<file path="src/rtl/ram_burst_reader.sv">
// ram_burst_reader: reads a burst of consecutive words from a synchronous RAM
// and streams them out over a valid/ready interface via a 2-entry FIFO.
//
// Ports
//   clk, rst        clock, asynchronous active-low reset
//   start           one-cycle burst request (sampled only in IDLE)
//   start_addr      first RAM address of the burst
//   len             number of words to read (0..31)
//   busy            burst in progress
//   done            one-cycle pulse after the last word is accepted
//   re, rd          RAM read enable / read address
//   ram_dout        RAM read data, valid the cycle after re
//   m_data, m_valid streamed output word and its valid flag
//   m_ready         downstream accept
module ram_burst_reader #(
  parameter int unsigned WIDTH    = 8,
  parameter int unsigned DEPTH    = 16,
  parameter int unsigned ADDR_BUS = 4
) (
  input  logic                clk,
  input  logic                rst,
  input  logic                start,
  input  logic [ADDR_BUS-1:0] start_addr,
  input  logic [ADDR_BUS:0]   len,
  output logic                busy,
  output logic                done,
  output logic                re,
  output logic [ADDR_BUS-1:0] rd,
  input  logic [WIDTH-1:0]    ram_dout,
  output logic [WIDTH-1:0]    m_data,
  output logic                m_valid,
  input  logic                m_ready
);

  localparam int unsigned CNT_W = 2;

  typedef enum logic [1:0] {IDLE, READ, DRAIN} state_t;

  state_t              state, state_d;
  logic [ADDR_BUS:0]   remaining;
  logic                pend;        // a read was issued last cycle; ram_dout holds its data
  logic [CNT_W-1:0]    count, count_d;
  logic [WIDTH-1:0]    tail;        // second FIFO entry; m_data is the head
  logic                done_d;
  logic                load_c;
  logic                push_c;
  logic                pop_c;
  logic [2:0]          occ_c;

  // Next-state, read issue and FIFO bookkeeping.
  // Occupancy credits the word leaving this cycle so that a full-rate stream
  // with m_ready held high sustains one read per cycle; with m_ready low the
  // limit is in-flight + buffered < 2, which can never overflow 2 entries.
  always_comb begin
    state_d = state;
    done_d  = 1'b0;
    load_c  = 1'b0;
    re      = 1'b0;
    push_c  = pend;
    pop_c   = m_valid & m_ready;
    occ_c   = 3'(pend) + 3'(count) - 3'(pop_c);
    count_d = count + CNT_W'(push_c) - CNT_W'(pop_c);

    case (state)
      IDLE: begin
        if (start) begin
          if (len != '0) begin
            state_d = READ;
            load_c  = 1'b1;
          end else begin
            done_d = 1'b1;
          end
        end
      end
      READ: begin
        if ((remaining != '0) && (occ_c < 3'd2)) begin
          re = 1'b1;
        end
        if (re && (remaining == (ADDR_BUS+1)'(1))) begin
          state_d = DRAIN;
        end
      end
      DRAIN: begin
        // Final word: nothing in flight and the only buffered word leaves now.
        if (!pend && (count == CNT_W'(1)) && pop_c) begin
          state_d = IDLE;
          done_d  = 1'b1;
        end
      end
      default: state_d = IDLE;
    endcase
  end

  // State, address/length counters and output FIFO registers.
  always_ff @(posedge clk or negedge rst) begin
    if (!rst) begin
      state     <= IDLE;
      busy      <= 1'b0;
      done      <= 1'b0;
      rd        <= '0;
      remaining <= '0;
      pend      <= 1'b0;
      count     <= '0;
      m_data    <= '0;
      tail      <= '0;
      m_valid   <= 1'b0;
    end else begin
      state   <= state_d;
      busy    <= (state_d != IDLE);
      done    <= done_d;
      pend    <= re;
      count   <= count_d;
      m_valid <= (count_d != '0);

      if (load_c) begin
        rd        <= start_addr;
        remaining <= len;
      end else if (re) begin
        rd        <= rd + ADDR_BUS'(1);
        remaining <= remaining - (ADDR_BUS+1)'(1);
      end

      case ({push_c, pop_c})
        2'b10: begin
          if (count == '0) m_data <= ram_dout;
          else             tail   <= ram_dout;
        end
        2'b01: m_data <= tail;
        2'b11: begin
          if (count == CNT_W'(1)) begin
            m_data <= ram_dout;
          end else begin
            m_data <= tail;
            tail   <= ram_dout;
          end
        end
        default: ;
      endcase
    end
  end

endmodule

</file>
<file path="config.mk">
export PLATFORM = sky130hd
export DESIGN_NAME = ram_burst_reader
export DESIGN_NICKNAME = d
export VERILOG_FILES = /design/src/rtl/ram_burst_reader.sv
export SDC_FILE = /design/constraint.sdc
export NUM_CORES = 1
export LEC_CHECK = 0
export BUFFER_PORTS_ARGS = -buffer_cell sky130_fd_sc_hd__clkbuf_2
export CAP_MARGIN = 20
export CORE_UTILIZATION = 60
export CTS_BUF_LIST = sky130_fd_sc_hd__clkbuf_8
export CTS_CLUSTER_SIZE = 40
export DETAILED_ROUTE_END_ITERATION = 10
export PLACE_DENSITY_LB_ADDON = 0.2
export SYNTH_ARGS = -nofsm -noshare
export SYNTH_HDL_FRONTEND = slang
export SYNTH_SLANG_ARGS = --single-unit
</file>
<file path="constraint.sdc">
create_clock -name clk -period 5.1 [get_ports clk]
set_input_delay 0.255 -clock clk [delete_from_list [all_inputs] [get_ports clk]]
set_output_delay 0.255 -clock clk [all_outputs]
set_load 0.05 [all_outputs]
</file>
======== Word-level counts from Yosys, hierarchy flattened ========
Index checks and enable logic that the tools add are counted.
storage, ports and cells
  bits in registers ....................... 33
  bits in latches ......................... 0
  bits in writable memories ............... 0
  memory bits (read-only) ................. 0
  bits of input ports ..................... 21
  memories kept ........................... 0
cells by class
  $add $sub $neg .......................... 6
  $mul .................................... 0
  div/mod/pow operators ................... 0
  $lt $le $gt $ge ......................... 1
  eq/ne operators ......................... 10
  shift-type cells ........................ 0
  mux-type cells .......................... 25
  bitwise gates (word level) .............. 1
  reduce and logical (&&, ||, !) cells .... 16
operators with widths
  kind                                                  count
  2-to-1 mux 8 bit                                      4
  one-hot mux 8 bit (3 select lines)                    1
  one-hot mux 8 bit (2 select lines)                    1
  2-to-1 mux 5 bit                                      2
  nonzero test 5 bit                                    2
  2-to-1 mux 1 bit                                      9
  2-to-1 mux 2 bit                                      4
  2-to-1 mux 4 bit                                      2
  nonzero test 2 bit                                    4
  equality test 2 x 1 -> 1 bit (second input constant)  3
  equality test 2 bit (second input constant)           3
  inequality test 2 bit (second input constant)         3
  one-hot mux 2 bit (3 select lines)                    1
  equality test 5 x 1 -> 1 bit (second input constant)  1
  subtractor 5 x 1 -> 5 bit (second input constant)     1
  adder 4 x 1 -> 4 bit (second input constant)          1
  logical AND 1 bit                                     4
  logical NOT 2 bit                                     2
  adder 1 x 2 -> 3 bit                                  1
  < comparator 3 x 2 -> 1 bit (second input constant)   1
  AND reduction 3 bit                                   1
  nonzero test 3 bit                                    1
  subtractor 3 x 1 -> 3 bit                             1
  adder 2 x 1 -> 2 bit                                  1
  5 further kinds                                       5

======== Logic depth before layout (Yosys ltp) ========
  word-level depth ........................ 10
  mapped depth ............................ 11

======== Worst setup path after synthesis ========
Ideal clock, no wire load.
  path kind ............................... reg-to-reg
  start point ............................. register m_valid
  end point ............................... register remaining[4]
  library setup time ...................... 82 ps
  data arrival time ....................... 2,555 ps
  data required time ...................... 5,018 ps
  path slack .............................. 2,463 ps
  cell stages (with the launch flop) ...... 12
  path buffers ............................ 1
  period minus slack after synthesis ...... 2,637 ps
  cell sequence ........................... dfrtp_1 -> nand2_1 -> xnor2_1 -> ha_1 -> inv_1 -> fa_1 -> xnor2_1 -> nand4_2 -> buf_12 -> inv_4 -> nand4b_1 -> a31oi_1
on the way
  cells in the longest elaborated chain, start to end .. 8
RTL lines
  what                            line  source
  start, declared                 31    output logic m_valid,
  start signal, assigned          113   m_valid <= (count_d != '0);
  bitwise AND 1 bit               60    pop_c = m_valid & m_ready;
  subtractor 3 x 1 -> 3 bit       61    occ_c = 3'(pend) + 3'(count) - 3'(pop_c);
  < comparator 3 x 2 -> 1 bit     76    if ((remaining != '0) && (occ_c < 3'd2)) begin
  logical AND 1 bit               76
  2-to-1 mux 1 bit                76
  2-to-1 mux 1 bit (2 in series)  64    case (state)
  named net re                    27    output logic re,
  nonzero test 2 bit (no line)    n/a
  end signal, assigned            117   remaining <= len;
  end signal, assigned            120   remaining <= remaining - (ADDR_BUS+1)'(1);
  end, declared                   40    logic [ADDR_BUS:0] remaining;
The timed path passes the listed nets, and every way through them passes these cells. The select of a mux whose other input is x is not followed.
A chain may end at the register's enable or synchronous reset.

======== Final worst setup path ========
  start point ............................. register m_valid
  end point ............................... output port re
on the way
  cells in the longest elaborated chain, start to end .. 7
RTL lines
  what                            line
  bitwise AND 1 bit               60
  subtractor 3 x 1 -> 3 bit       61
  < comparator 3 x 2 -> 1 bit     76
  logical AND 1 bit               76
  2-to-1 mux 1 bit                76
  2-to-1 mux 1 bit (2 in series)  64
  end, declared                   27
No other way between the ends. The select of a mux whose other input is x is not followed.

==> summary.md <==
| Metric | Value |
|---|---|
| Run status | `completed` |
| Share of post-route cells with drive strength above 1 | `29.57%` |
| Vias | `1,211` |
| Worst R2R End | `remaining[2]` |
| Initial core utilization | `64.88%` |
| Worst Setup Slack, final | `2205 ps` |
| CTS Buffer Depth | `2` |
| Total gr overflow | `0` |
| Hold Crit Class | `primary input to async pin` |
| Pwr dens | `739.2 mW/mm^2` |
| Final Net Count | `213` |
| Initial antenna violation count | `0` |
| Post-CTS Setup Repair Bufs | `0` |
| Max_slew headroom | `35.74%` |
| Setup crit start kind | `flip-flop` |
| Vias in the first global route | `1,135` |
| Cell variety after synth | `40` |
| Peak supply drop | `0.0006939 V` |
| Post-cts sizing count | `0` |
| Synthesis-to-layout area growth | `16.44%` |
| Syn_area_per_cell | `11.21 um^2` |
| Die Y | `54.23 um` |
| Max Freq | `345.5 MHz` |
| Antenna viol nets, final | `0` |
| Drt pass-1 iters | `6` |
| Drt total wl | `2.968 mm` |
| Vias/cell | `5.606` |
| Post-Synthesis Cells | `146` |
| CTS tree | `built` |
| DIE AREA | `0.002940 mm^2` |
| WS Path Type | `flip-flop to output pin` |
| Slew @ Worst Pin | `961.8 ps` |
| Reg2Reg Setup Slack | `2470 ps` |
| RePlAce Congestion | `0.7153` |
| Fraction of registers with async set/reset | `100.0%` |
| Setup WS pre-CTS | `2471 ps` |
| Most common cell in the netlist | `dfrtp_1` |
| Final Hold Vio Count | `0` |
| Required time of the critical path | `4850 ps` |
| Period Utilization, post-route | `56.76%` |
| Register area | `825.8 um^2` |
| Ant diodes | `0` |
| YS warnings | `0` |
| Fill cell count | `186` |
| IO Port Bufs | `36` |
| Reg2Reg Depth | `9` |
| Synth area leaders | `dfrtp_1 (50%), mux2i_1 (5.5%), nand2_1 (3.9%)` |
| Clock-pin slew on the worst setup and hold paths | `60 ps` |
| First-pass GRT wire length | `4.705 mm` |
| Initial DRC count | `15` |
| CTS H-tree lvls | `2` |
| Post-synthesis register bit count | `33` |
| P_leak | `0.9064 nW` |
| I/O pins | `37` |
| Most frequently used flop master after synthesis | `dfrtp_1` |
| Number of flops mapped to enable cells by yosys | `0` |
| Multi-input gate area | `747.0 um^2` |
| Detailed placer's ending HPWL | `2.201 mm` |
| Final Total Pwr | `1.409 mW` |
| Maxcap violations | `0` |
| Setup TNS | `0 ps` |
| # rows | `18` |
| Die width | `54.23 um` |
| Worst R2R Start | `m_valid` |
| Area leader, netlist | `dfrtp_1` |
| Min cycle time layout | `2895 ps` |
| # setup viols final | `0` |
| Hold buffer count at cts | `0` |
| Core Area | `0.002522 mm^2` |
| Final setup skew | `3.021 ps` |
| Netlist Area Pre-Place | `0.001637 mm^2` |
| Arr. time, crit path | `2640 ps` |
| Syn_nets | `173` |
| Largest net degree at the start of global routing | `34` |
| Global Route Usage Sum | `23.22%` |
| Top cell type's share of synthesized area | `50.46%` |
| DRC viols | `0` |
| List of most frequent post-synthesis cells | `dfrtp_1 (33), nand2_1 (17), mux2i_1 (9), nor2_1 (9), o21ai_1 (7)` |
| CP Capture Type | `output pin` |
| Sequential area share after synthesis | `50.46%` |
| Average wire per standard cell | `13.74 um` |
| RSZ-0062 raised after global routing | `false` |
| Worst-path fanout max | `12` |
| Clock sink total | `33` |
| Max-slew violation count | `0` |
| CTS root buf | `clkbuf_8` |
| CTS Buf Count | `5` |
| Clock latency at the later pin of the worst-skew pair | `270 ps` |
==> registers in the layout (all words and copies together) (netlist names), 2 cells and up <==
name       cells
rd             4
m_data         8
count          2
state          2
remaining      5
tail           8
==> stage by stage <==
| stage | utilization, % | cell area, um^2 | hold WS [ps] | cells |
|---|---|---|---|---|
| floorplan | - | 1637 | -40.59 | 146 |
| global placement | 72.12 | 1819 | 370.5 | 209 |
| detailed placement | 72.12 | 1819 | 378.9 | 209 |
| CTS | 75.55 | 1906 | 89.64 | 216 |
| global route | 75.55 | 1906 | 135.8 | 216 |
| finish | 75.55 | 1906 | 69.37 | 216 |
==> routing by layer <==
| metal | part of all wire [%] | GRT usage [%] | wire length (um) |
|---|---|---|---|
| met2 | 52 | 42.28 | 1556 |
| met3 | 3.5 | 5.833 | 105 |
| met1 | 43 | 25.63 | 1288 |
| met5 | 0 | 0 | 0 |
| met4 | 0.61 | 8.974 | 18 |
==> logic make-up (layout without fill, tap and decap cells) <==
| family | after synthesis | count (layout) | share of synthesized area [%] |
|---|---|---|---|
| AO/OA/AOI/OAI | 28 | 28 | 11.09 |
| buffers and inverters | 10 | 50 | 3.899 |
| multiplexers | 17 | 17 | 11.01 |
| flip-flops | 33 | 33 | 50.46 |
| XOR/XNOR | 4 | 4 | 2.140 |
| AND/OR/NAND/NOR | 48 | 48 | 16.36 |
| adder cells (fa/ha/maj) | 6 | 6 | 5.046 |
==> report_power, final <==
group	total (mW)	leakage [nW]	internal [mW]	switching (mW)
combinational	0.729	0.465	0.248	0.481
sequential	0.490	0.393	0.390	0.100
clock	0.189	0.0485	0.105	0.0843
==> critical path: stages, from the launching register on <==
cell and delay (ps):
dfrtp_1 370, nand2_1 120, xnor2_1 250, ha_1 200, inv_1 50, fa_1 370
xnor2_1 200, nand4_2 330, inv_4 190, clkbuf_2 290
==> cells in the final DEF (no fill, tap or decap), types with 6 or more instances in the layout <==
master	synthesis	layout
nand2_1	17	17
nor2_1	9	9
o21ai_1	7	7
dfrtp_1	33	33
inv_1	6	7
clkbuf_8	0	6
o21ai_0	6	6
clkbuf_2	0	36
mux2i_1	9	9
==> worst max path at each step <==
stage                 start           end  cells after the start
global placement    m_valid  remaining[2]                      9
global route        m_valid            re                      9
detailed placement  m_valid  remaining[2]                      9
floorplan           m_valid  remaining[4]                     11
CTS                 m_valid            re                      9
finish              m_valid            re                      9
==> area by class of cell <==
| class | count | share of cell area (%) |
|---|---|---|
| Sequential cell | 33 | 43.34 |
| Multi-Input combinational cell | 103 | 39.20 |
| Timing Repair Buffer | 36 | 9.455 |
| Clock buffer | 6 | 4.334 |
| Tap cell | 30 | 1.970 |
| Inverter | 7 | 1.510 |
| Clock inverter | 1 | 0.1970 |
No activity file was read; power rests on OpenSTA's default activity.
